==> src/rtl/joy_db15_pkg.sv <==
// Shared definitions for the DB15 joystick serial link: default frame size,
// button bit positions and the two operating phases of the adapter model.
package joy_db15_pkg;

  localparam int BITS_PER_PLAYER_DEF = 12;

  localparam int JB_R  = 0;
  localparam int JB_L  = 1;
  localparam int JB_D  = 2;
  localparam int JB_U  = 3;
  localparam int JB_B1 = 4;
  localparam int JB_B2 = 5;
  localparam int JB_B3 = 6;
  localparam int JB_B4 = 7;
  localparam int JB_B5 = 8;
  localparam int JB_B6 = 9;
  localparam int JB_B7 = 10;
  localparam int JB_B8 = 11;

  typedef enum logic {
    PH_LOAD  = 1'b0,
    PH_SHIFT = 1'b1
  } phase_t;

  function automatic int frame_bits(input int bits_per_player);
    return 2 * bits_per_player;
  endfunction

endpackage

==> src/rtl/joy_db15_tx_if.sv <==
// Pin-level bundle between the DB15 receiver (master) and the adapter model (slave).
interface joy_db15_tx_if
  import joy_db15_pkg::*;
#(
  parameter int BITS_PER_PLAYER = BITS_PER_PLAYER_DEF
);
  localparam int IDXW = $clog2(frame_bits(BITS_PER_PLAYER) + 1);

  logic            joy_clk_i;
  logic            joy_load_i;
  logic [15:0]     joystick1;
  logic [15:0]     joystick2;
  logic            joy_data_o;
  logic            frame_done;
  logic [IDXW-1:0] bit_index;
  logic            overrun;

  modport master (
    output joy_clk_i, joy_load_i, joystick1, joystick2,
    input  joy_data_o, frame_done, bit_index, overrun
  );

  modport slave (
    input  joy_clk_i, joy_load_i, joystick1, joystick2,
    output joy_data_o, frame_done, bit_index, overrun
  );
endinterface

==> src/rtl/sync_filter.sv <==
// Two-flop synchronizer followed by a FILT-sample agreement filter; the output
// only follows the synchronized input once it has been stable for FILT samples.
module sync_filter #(
  parameter int   FILT    = 2,
  parameter logic RST_VAL = 1'b1
) (
  input  logic clk,
  input  logic reset,
  input  logic d,
  output logic q
);
  localparam logic [2:0] RELOAD = 3'(FILT - 1);

  logic       s1, s2;
  logic [2:0] cnt;

  always_ff @(posedge clk or posedge reset) begin
    if (reset) begin
      s1  <= RST_VAL;
      s2  <= RST_VAL;
      q   <= RST_VAL;
      cnt <= RELOAD;
    end else begin
      s1 <= d;
      s2 <= s1;
      // Down-counter restarts whenever the sample agrees with the output.
      if (s2 == q) begin
        cnt <= RELOAD;
      end else if (cnt == 3'd0) begin
        q   <= s2;
        cnt <= RELOAD;
      end else begin
        cnt <= cnt - 3'd1;
      end
    end
  end
endmodule

==> src/rtl/joy_db15_tx.sv <==
// Device-side DB15 joystick adapter: parallel load of two players' buttons while
// JOY_LOAD is low, then one active-low bit per JOY_CLK rising edge on JOY_DATA.
module joy_db15_tx
  import joy_db15_pkg::*;
#(
  parameter int BITS_PER_PLAYER = BITS_PER_PLAYER_DEF,
  parameter int FILT            = 2
) (
  input logic          clk,
  input logic          reset,
  joy_db15_tx_if.slave bus
);
  // phase    | meaning
  // PH_LOAD  | load_f low: sr tracks inverted buttons, bit_index held at 0
  // PH_SHIFT | load_f high: shift on each clk_rise; bit_index==FRAME is DONE
  localparam int FRAME = frame_bits(BITS_PER_PLAYER);
  localparam int IDXW  = $clog2(FRAME + 1);

  logic             clk_f, load_f, clk_f_d, load_f_d;
  logic             clk_rise, load_fall;
  phase_t           phase;
  logic [FRAME-1:0] sr;
  logic [IDXW-1:0]  bit_index;
  logic             frame_done, overrun;

  sync_filter #(.FILT(FILT), .RST_VAL(1'b1)) u_clk_filt (
    .clk(clk), .reset(reset), .d(bus.joy_clk_i), .q(clk_f)
  );

  sync_filter #(.FILT(FILT), .RST_VAL(1'b1)) u_load_filt (
    .clk(clk), .reset(reset), .d(bus.joy_load_i), .q(load_f)
  );

  always_comb begin
    clk_rise  = clk_f & ~clk_f_d;
    load_fall = ~load_f & load_f_d;
    phase     = load_f ? PH_SHIFT : PH_LOAD;
  end

  always_ff @(posedge clk or posedge reset) begin
    if (reset) begin
      clk_f_d    <= 1'b1;
      load_f_d   <= 1'b1;
      sr         <= '1;
      bit_index  <= '0;
      frame_done <= 1'b0;
      overrun    <= 1'b0;
    end else begin
      clk_f_d    <= clk_f;
      load_f_d   <= load_f;
      frame_done <= 1'b0;
      if (phase == PH_LOAD) begin
        sr        <= ~{bus.joystick2[BITS_PER_PLAYER-1:0], bus.joystick1[BITS_PER_PLAYER-1:0]};
        bit_index <= '0;
      end else if (clk_rise) begin
        sr <= {1'b1, sr[FRAME-1:1]};
        if (bit_index != IDXW'(FRAME))
          bit_index <= bit_index + 1'b1;
        if (bit_index == IDXW'(FRAME - 1))
          frame_done <= 1'b1;
      end
      // A clock edge past the end of the frame latches until the next load.
      if (load_fall)
        overrun <= 1'b0;
      else if (phase == PH_SHIFT && clk_rise && bit_index == IDXW'(FRAME))
        overrun <= 1'b1;
    end
  end

  generate
    if (BITS_PER_PLAYER < 16) begin : g_unused_hi
      logic unused_hi;
      assign unused_hi = ^{bus.joystick1[15:BITS_PER_PLAYER], bus.joystick2[15:BITS_PER_PLAYER]};
    end
  endgenerate

  assign bus.joy_data_o = sr[0];
  assign bus.frame_done = frame_done;
  assign bus.bit_index  = bit_index;
  assign bus.overrun    = overrun;
endmodule

==> src/flat_wrapper.sv <==
// flat-port wrapper written by rule: the top's interface ports become plain ports
module joy_db15_tx_flat import joy_db15_pkg::*;
#(
  parameter int BITS_PER_PLAYER = BITS_PER_PLAYER_DEF,
  parameter int FILT            = 2
)
  (clk, reset, bus_joy_clk_i, bus_joy_load_i, bus_joystick1, bus_joystick2, bus_joy_data_o, bus_frame_done, bus_bit_index, bus_overrun);
  joy_db15_tx_if #(.BITS_PER_PLAYER(BITS_PER_PLAYER)) bus_i ();
  input logic clk;
  input logic reset;
  input wire logic [$bits(bus_i.joy_clk_i)-1:0] bus_joy_clk_i;
  input wire logic [$bits(bus_i.joy_load_i)-1:0] bus_joy_load_i;
  input wire logic [$bits(bus_i.joystick1)-1:0] bus_joystick1;
  input wire logic [$bits(bus_i.joystick2)-1:0] bus_joystick2;
  output wire logic [$bits(bus_i.joy_data_o)-1:0] bus_joy_data_o;
  output wire logic [$bits(bus_i.frame_done)-1:0] bus_frame_done;
  output wire logic [$bits(bus_i.bit_index)-1:0] bus_bit_index;
  output wire logic [$bits(bus_i.overrun)-1:0] bus_overrun;
  assign bus_i.joy_clk_i = bus_joy_clk_i;
  assign bus_i.joy_load_i = bus_joy_load_i;
  assign bus_i.joystick1 = bus_joystick1;
  assign bus_i.joystick2 = bus_joystick2;
  assign bus_joy_data_o = bus_i.joy_data_o;
  assign bus_frame_done = bus_i.frame_done;
  assign bus_bit_index = bus_i.bit_index;
  assign bus_overrun = bus_i.overrun;
  joy_db15_tx #(.BITS_PER_PLAYER(BITS_PER_PLAYER), .FILT(FILT)) u_core (.clk(clk), .reset(reset), .bus(bus_i));
endmodule
==> config.mk <==
export PLATFORM = sky130hd
export DESIGN_NAME = joy_db15_tx_flat
export DESIGN_NICKNAME = d
export VERILOG_FILES = /design/src/rtl/joy_db15_pkg.sv /design/src/rtl/joy_db15_tx_if.sv /design/src/rtl/sync_filter.sv /design/src/rtl/joy_db15_tx.sv /design/src/flat_wrapper.sv
export SDC_FILE = /design/constraint.sdc
export NUM_CORES = 1
export LEC_CHECK = 0
export BUFFER_PORTS_ARGS = -buffer_cell sky130_fd_sc_hd__buf_2
export CORE_ASPECT_RATIO = 1.75
export CORE_MARGIN = 2
export CORE_UTILIZATION = 57
export CTS_CLUSTER_DIAMETER = 200
export DETAILED_ROUTE_END_ITERATION = 8
export PLACE_DENSITY = 0.79
export SYNTH_ARGS = -nofsm -noshare
export SYNTH_HDL_FRONTEND = slang
export SYNTH_SLANG_ARGS = --single-unit
==> constraint.sdc <==
create_clock -name clk -period 1.8 [get_ports clk]
set_input_delay 0.18 -clock clk [delete_from_list [all_inputs] [get_ports clk]]
set_output_delay 0.18 -clock clk [all_outputs]
set_load 0.03 [all_outputs]
Yosys cells after proc, flatten, opt, wreduce, memory -nomap -nowiden
Cells that the tools add are included.

cells by class
  add/sub/neg operators = 3
  eq/ne operators = 7
  reduce and logical (&&, ||, !) cells = 8
  multiplexer cells = 15
  bitwise logic cells = 7

operators by type and width
  kind                   count
  $mux W24               2
  $not A24 Y24           1
  $mux W5                3
  $mux W3                4
  $eq A5 B5 Y1 const B   2
  $logic_not A3 Y1       2
  $mux W1                6
  $reduce_and A2 Y1      3
  $sub A3 B1 Y3 const B  2
  $add A5 B1 Y5 const B  1
  $ne A5 B5 Y1 const B   1
  $not A1 Y1             4
  $and A1 B1 Y1          2
  $eq A1 B1 Y1           2
  $logic_and A1 B1 Y1    2
  $ne A2 B1 Y1 const B   1
  $ne A2 B2 Y1 const B   1
  $reduce_bool A2 Y1     1

storage, ports and cells
  output and inout port bits = 8
  bits in registers = 45
  logic and storage cells = 54
  input port bits = 36

Depth between registers and ports, before layout
Gate-level depths: netlist of the first run.

  depth after elaboration = 6
  mapped depth = 5
  mapped depth without buffers = 5

Hierarchy
Synthesis of the first run repeated with hierarchy kept, for this count alone.

unflattened totals
  cells, all modules = 148
  area total of the unflattened synthesis = 2025.7 um^2

modules (own cells, without submodules)
  module       times used  cells each  area each (um^2)  sequential area each (um^2)
  joy_db15_tx  1           118         1590.3            858.3
  sync_filter  2           15          217.7             155.1

Least setup slack after synthesis of the first run
Ideal clock, no wire load.

  path type = flip-flop to flip-flop
  start = reg u_core.bit_index[0] (netlist: u_core.bus.bit_index[0])
  end = reg u_core.bit_index[0] (netlist: u_core.bus.bit_index[0])
  path slack = 0.514 ns
  arrival = 1.162 ns
  clock period less this slack = 1.286 ns
  buffers on the path = 0
  cell stages (with the launch flop) = 6
  library setup time = 0.125 ns
  required time = 1.675 ns
  path through = dfrtp_1 > inv_1 > ha_1 > nand4b_1 > nand2_1 > mux2i_1

on the way
  cells in the longest elaborated chain, start to end = 4
  elaborated cells on any way between the ends = 7
  classes of those cells = 1 x add/sub; 2 x eq/ne; 3 x mux; 1 x reduce/logical

ends and longest elaborated chain
  item                    line               RTL
  start, declared         joy_db15_tx.sv:23  logic [IDXW-1:0] bit_index;
  start signal, assigned  joy_db15_tx.sv:58  bit_index <= bit_index + 1'b1;
  $add A5 B1 Y5           joy_db15_tx.sv:58
  $mux W5                 joy_db15_tx.sv:57  if (bit_index != IDXW'(FRAME))
  $mux W5                 joy_db15_tx.sv:55  end else if (clk_rise) begin
  $mux W5                 joy_db15_tx.sv:52  if (phase == PH_LOAD) begin

Parallel ways exist; a longest one is shown, timed or not. The select of a mux whose other input is x is not followed.
A chain may end at the register's enable or synchronous reset.

Final worst setup path of the first run
  start = reg u_core.clk_f_d
  end = reg u_core.bit_index[1] (netlist: u_core.bus.bit_index[1])

on the way
  cells in the longest elaborated chain, start to end = 4

ends and longest elaborated chain
  item                         line               RTL
  start, declared              joy_db15_tx.sv:19  logic clk_f, load_f, clk_f_d, load_f_d;
  start signal, assigned       joy_db15_tx.sv:49  clk_f_d <= clk_f;
  $not A1 Y1                   joy_db15_tx.sv:35  clk_rise = clk_f & ~clk_f_d;
  $and A1 B1 Y1                joy_db15_tx.sv:35
  $ne A2 B1 Y1 (no line)       -
  $reduce_and A2 Y1 (no line)  -

No other way between the ends.

==> flow_summary.toml, run 1 <==
[sta]
timing.fmax_ghz = 0.721
finalSetupTns_ps = 0
period_share = 0.771
hold_slack_ps = 11.6
setup_slack_ps = 413
finalMaxSlewViolations = 0
timing.max_slew.rel_slack = 0.638
period_needed_ps = 1390
finalHoldViolCount = 0
fin_skew_ps = 8.92
tightest_slew_ps = 543
grt_setup_unrepaired = "no"
setup_viol = 0

[cells_and_area]
area_growth_pct = 17.5
drive_gt1_frac = 0.432
fin_nets = 229
final_area_um2 = 2360
post-route-util = 0.701
diodes = 0
fillers = 271

[cts]
cts_tree = "built"
ctsResizeCount = 0
numCtsBuffers = 5
cts_sinks = 45
clockRootBuffer = "clkbuf_8"
htreeDepth = 2
cts.clk_slew.worst_paths_ps = 80
clk_latency_ps = 300
clk_path_buf_depth = 2

[power]
power.density_nw_per_um2 = 1660
p_leak_uw = 0.00112
vdd_ir_drop_max_v = 0.00106

[setup_path]
path_class = "flop to flop"
cp_max_fo = 30
path_buf_inv = 1
startpoint_type = "flop"
cpPeakStageDelay_ps = 520
arrival_ps = 1600
critPathTopFamily = "flip-flops"
required_ps = 2010
path_cells = "and2b_2 > buf_12 > nand2_1 > mux2i_1"
cp_slowest_cell = "dfstp_2"
setup.worst_path.end_class = "flop"

[yosys]
synth_top_area_share = 0.445
synth_cell_types = 24
ys.warnings.count = 0
synthArstFlopShare = 1.00
ys_top_cells_by_area = "dfstp_2 45%, mux2i_1 25%, dfrtp_1 14%"
synth_common_cells = "51 x mux2i_1, 34 x dfstp_2, 15 x nand2_1, 11 x dfrtp_1"
synth_top_cell_by_area = "dfstp_2"
synth_area_um2 = 2010
synth-seq-area-share = 0.583
synth_seq_cells = 45
synth.most_common_cell = "mux2i_1"
postSynthAreaPerCell_um2 = 13.4
synth_nets = 188
synth_ff_type = "dfstp_2"
synth_cells = 150
synth_edf_count = 0

[place]
place_congestion = 0.732
io_buffers = 35
pre_cts_ws_ps = 420
place_area_um2 = 2230
dp_hpwl_um = 2310

[die]
dieArea_um2 = 4030
io-pin-count = 44
core_um2 = 3360
die_y_um = 82.5
die_w_um = 48.8
initial_utilization = 0.596
rows = 28

[global_routing]
first_global_vias = 1317
grt_start_max_net_pins = 46
grt_pass1_wl_um = 5530
antenna_found_initial = 0
grtUsageTotal = 0.183
grt-ovfl-total = 0

[routing]
wl_per_cell_um = 14.0
detail-route-antenna-nets = 0
viasPerCell = 5.42
drt_iter0_markers = 17
finalWirelength_um = 3310
route.detailed.drc = 0
drt_first_pass_iters = 4
num_vias = 1284

[job]
maxCapViolCount = 0

[worst_hold_path]
holdCritPathClass = "input pin to async pin"

[run_status]
outcome = "complete, no violations"
[logic make-up after synthesis]
group | share of synthesized area
compound gates | 0.0187
xor+xnor | 0.00874
fa+ha+maj | 0.0125
buf+inv | 0.0343
flops | 0.583
mux | 0.266
simple gates | 0.0774
[timing repair]
action,4_1_cts,5_1_grt
buffers inserted,0,0
hold endpoints to repair,3,0
hold buffers,3,0
[stage by stage]
step           power, uW  instances
2_1_floorplan       3010        150
3_3_place_gp        3210        226
3_5_place_dp        3320        226
4_1_cts             3990        237
5_1_grt             4180        237
6_report            3920        237
[power breakdown]
part           internal, uW  switching (uW)
clock                   311             325
sequential             1630             225
combinational           707             717
total                  2650            1270
[area by class of cell]
cell class	count	area, um2	area share
Sequential cell	45	1170	0.496
Multi-Input combinational cell	94	768	0.326
Clock inverter	2	13.8	0.00584
Timing Repair Buffer	41	253	0.107
Tap cell	45	56.3	0.0239
Clock buffer	6	82.6	0.0350
Inverter	4	15.0	0.00637
[state kept, by name (all words and copies together), names as in the netlist]
| register | count |
|---|---|
| u_core.bus.bit_index | 5 |
| u_core.u_clk_filt.s2 | 1 |
| u_core.u_clk_filt.s1 | 1 |
| u_core.u_load_filt.s1 | 1 |
| u_core.bus.frame_done | 1 |
| u_core.bus.overrun | 1 |
| u_core.u_load_filt.s2 | 1 |
| u_core.load_f_d | 1 |
| u_core.sr | 24 |
| u_core.u_load_filt.q | 1 |
| u_core.u_load_filt.cnt | 3 |
| u_core.clk_f_d | 1 |
| u_core.u_clk_filt.cnt | 3 |
| u_core.u_clk_filt.q | 1 |
[per-layer routing]
layer | vias up | track usage | share of wire
met5 | - | 0 | 0
met4 | 0 | 0.0971 | 0.032
met3 | 10 | 0.0414 | 0.041
met2 | 40 | 0.358 | 0.55
met1 | 628 | 0.177 | 0.37
li1 | 606 | - | -
[worst paths after layout]
path | to | slack [ps] | depth (start not counted) | startpoint
max reg2reg | u_core.bus.bit_index[1] | 410 | 4 | u_core.clk_f_d
max in group asynchronous | u_core.u_clk_filt.s2 | 1410 | 3 | reset
min in group clk | u_core.sr[9] | 10 | 2 | bus_joystick1[9]
min | u_core.bus.bit_index[2] | 10 | 3 | reset
min reg2reg | u_core.u_clk_filt.s2 | 360 | 0 | u_core.u_clk_filt.s1
max | u_core.bus.bit_index[1] | 410 | 4 | u_core.clk_f_d
[tightest hold or removal path: cells and delay by family]
kind | cells | cell delay, ps
buffers and inverters | 3 | 580
[placed cells by master (no fill, tap or decap), drive strengths merged, types with 3 or more instances in the layout]
cell type    instances
buf                 38
clkbuf               6
dfrtp               11
dfstp               34
dlygate4sd3          3
inv                  4
mux2i               51
nand2               15
nor2                 3
nor3                 3
No activity file was read; power rests on OpenSTA's default activity.
==> run 2: changes to the inputs <==
Settings changed: CORE_UTILIZATION 57 to 48, PLACE_DENSITY 0.79 to 0.71.
Clock period 1.8 ns to 1.2 ns, I/O delays scaled along.
==> flow_summary.toml, run 2 (synthesized netlist as in run 1, its figures left out) <==
[routing]
route.detailed.drc = 0
viasPerCell = 5.00
num_vias = 1385
wl_per_cell_um = 14.5
finalWirelength_um = 4020
drt_iter0_markers = 30
detail-route-antenna-nets = 0
drt_first_pass_iters = 2

[power]
vdd_ir_drop_max_v = 0.00146
pwr-share-seq = 0.417
clockPowerShare = 0.167
swShare = 0.318
p_leak_uw = 0.00131
p_sw_uw = 2180
power.density_nw_per_um2 = 2410
p_comb_frac = 0.416
intPower_uw = 4670

[cts]
cts_sinks = 45
cts.clk_slew.worst_paths_ps = 90
numCtsBuffers = 5
clockRootBuffer = "clkbuf_8"
clk_latency_ps = 300
cts_tree = "built"
htreeDepth = 2
clk_path_buf_depth = 2

[die]
die_y_um = 89.5
initial_utilization = 0.492
core_um2 = 4070
dieArea_um2 = 4730
io-pin-count = 44
rows = 31
die_w_um = 52.9

[place]
place_congestion = 0.694
dp_hpwl_um = 2520
pre_cts_ws_ps = -137
io_buffers = 35

[setup_path]
cp_slowest_cell = "dfstp_2"
arrival_ps = 1590
critPathTopFamily = "flip-flops"
cpPeakStageDelay_ps = 540
path_buf_inv = 2
path_cells = "and2b_4 > buf_12 > buf_16 > mux2i_2 > mux2i_1"
setup.worst_path.end_class = "flop"
cp_max_fo = 5
path_class = "flop to flop"
startpoint_type = "flop"
r2r_setup_slack_ps = -160
required_ps = 1430

[cells_and_area]
final_common_cell = "mux2i_1"
largest_reg_flops = 24
top_regs = "u_core.sr (24), u_core.bus.bit_index (5)"
fin_nets = 265
drive_gt1_frac = 0.478
diodes = 0
area_growth_pct = 41.5
top_register = "u_core.sr"
fillers = 297
layout_common_cells = "47 x mux2i_1, 35 x buf_2, 34 x dfstp_2"

[sta]
period_share = 1.13
finalHoldViolCount = 0
period_needed_ps = 1360
setup_viol = 30
grt_setup_unrepaired = "yes"
finalMaxSlewViolations = 0
timing.max_slew.rel_slack = 0.845
tightest_slew_ps = 233
finalSetupTns_ps = -2560
setup_slack_ps = -161
timing.fmax_ghz = 0.735
fin_skew_ps = 8.31

[global_routing]
antenna_found_initial = 0
grtUsageTotal = 0.194
grt_pass1_wl_um = 6720
grt_start_max_net_pins = 46
first_global_vias = 1533
grt-ovfl-total = 0

[run_status]
violations = "setup timing"
outcome = "finished with violations"

[job]
maxCapViolCount = 0

[worst_hold_path]
holdCritPathClass = "flop to flop"
## run 2: cell count changes in the layout (fill, tap and decap cells not counted), sizes merged
cell         delta
clkinv          -1
buf            +12
clkinvlp        +1
bufinv          +1
dlygate4sd3    +24
clkbuf          -1
## run 2: layout make-up
cell class	instances	area, um2	area share
tap	49	61.3	0.0216
clock inverter	3	46.3	0.0163
clock buffer	5	68.8	0.0243
timing repair buffer	77	648	0.228
multi-input combinational	94	827	0.291
sequential	45	1170	0.413
inverter	4	15.0	0.00529
## run 2: per-stage QoR
step	area, um2	std cells	power [uW]	hold WS (ps)	utilization
after floorplan	2020	150	4540	124	-
after global placement	2300	236	4960	195	0.564
after detailed placement	2300	236	5100	206	0.564
after CTS	2770	274	6700	362	0.680
after global routing	2840	277	7260	363	0.697
final	2840	277	6850	360	0.697
## run 2: power groups by stage
stage / sequential, uW / clock (uW) / combinational, uW
final: 2860 / 1140 / 2850
after global routing: 2930 / 1230 / 3100
after CTS: 2810 / 1180 / 2710
after detailed placement: 2830 / 0 / 2280
after global placement: 2790 / 0 / 2180
after floorplan: 2770 / 0 / 1770
## run 2: per-layer routing
| layer | track usage | part of all wire | routed length [um] |
|---|---|---|---|
| met5 | 0 | 0 | 0 |
| met4 | 0.0793 | 0.020 | 82 |
| met3 | 0.0385 | 0.034 | 135 |
| met2 | 0.368 | 0.58 | 2330 |
| met1 | 0.198 | 0.37 | 1470 |
## run 2: path summary, 6_finish.rpt
check,end,from,depth (start not counted)
max,u_core.sr[2],u_core.u_clk_filt.q,5
min,u_core.u_clk_filt.s2,u_core.u_clk_filt.s1,0
max reg2reg,u_core.sr[2],u_core.u_clk_filt.q,5
min reg2reg,u_core.u_clk_filt.s2,u_core.u_clk_filt.s1,0
max in group asynchronous,u_core.u_load_filt.s2,reset,4
min in group asynchronous,u_core.bus.bit_index[0],reset,4
## run 2: timing repair
action | CTS | global route
endpoints found under the hold margin | 37 | 0
cloned | 2 | 0
pin swaps | 0 | 2
endpoints found under the setup margin | 30 | 33
hold buffers | 27 | 0
resized for setup | 7 | 11
setup buffers | 1 | 3
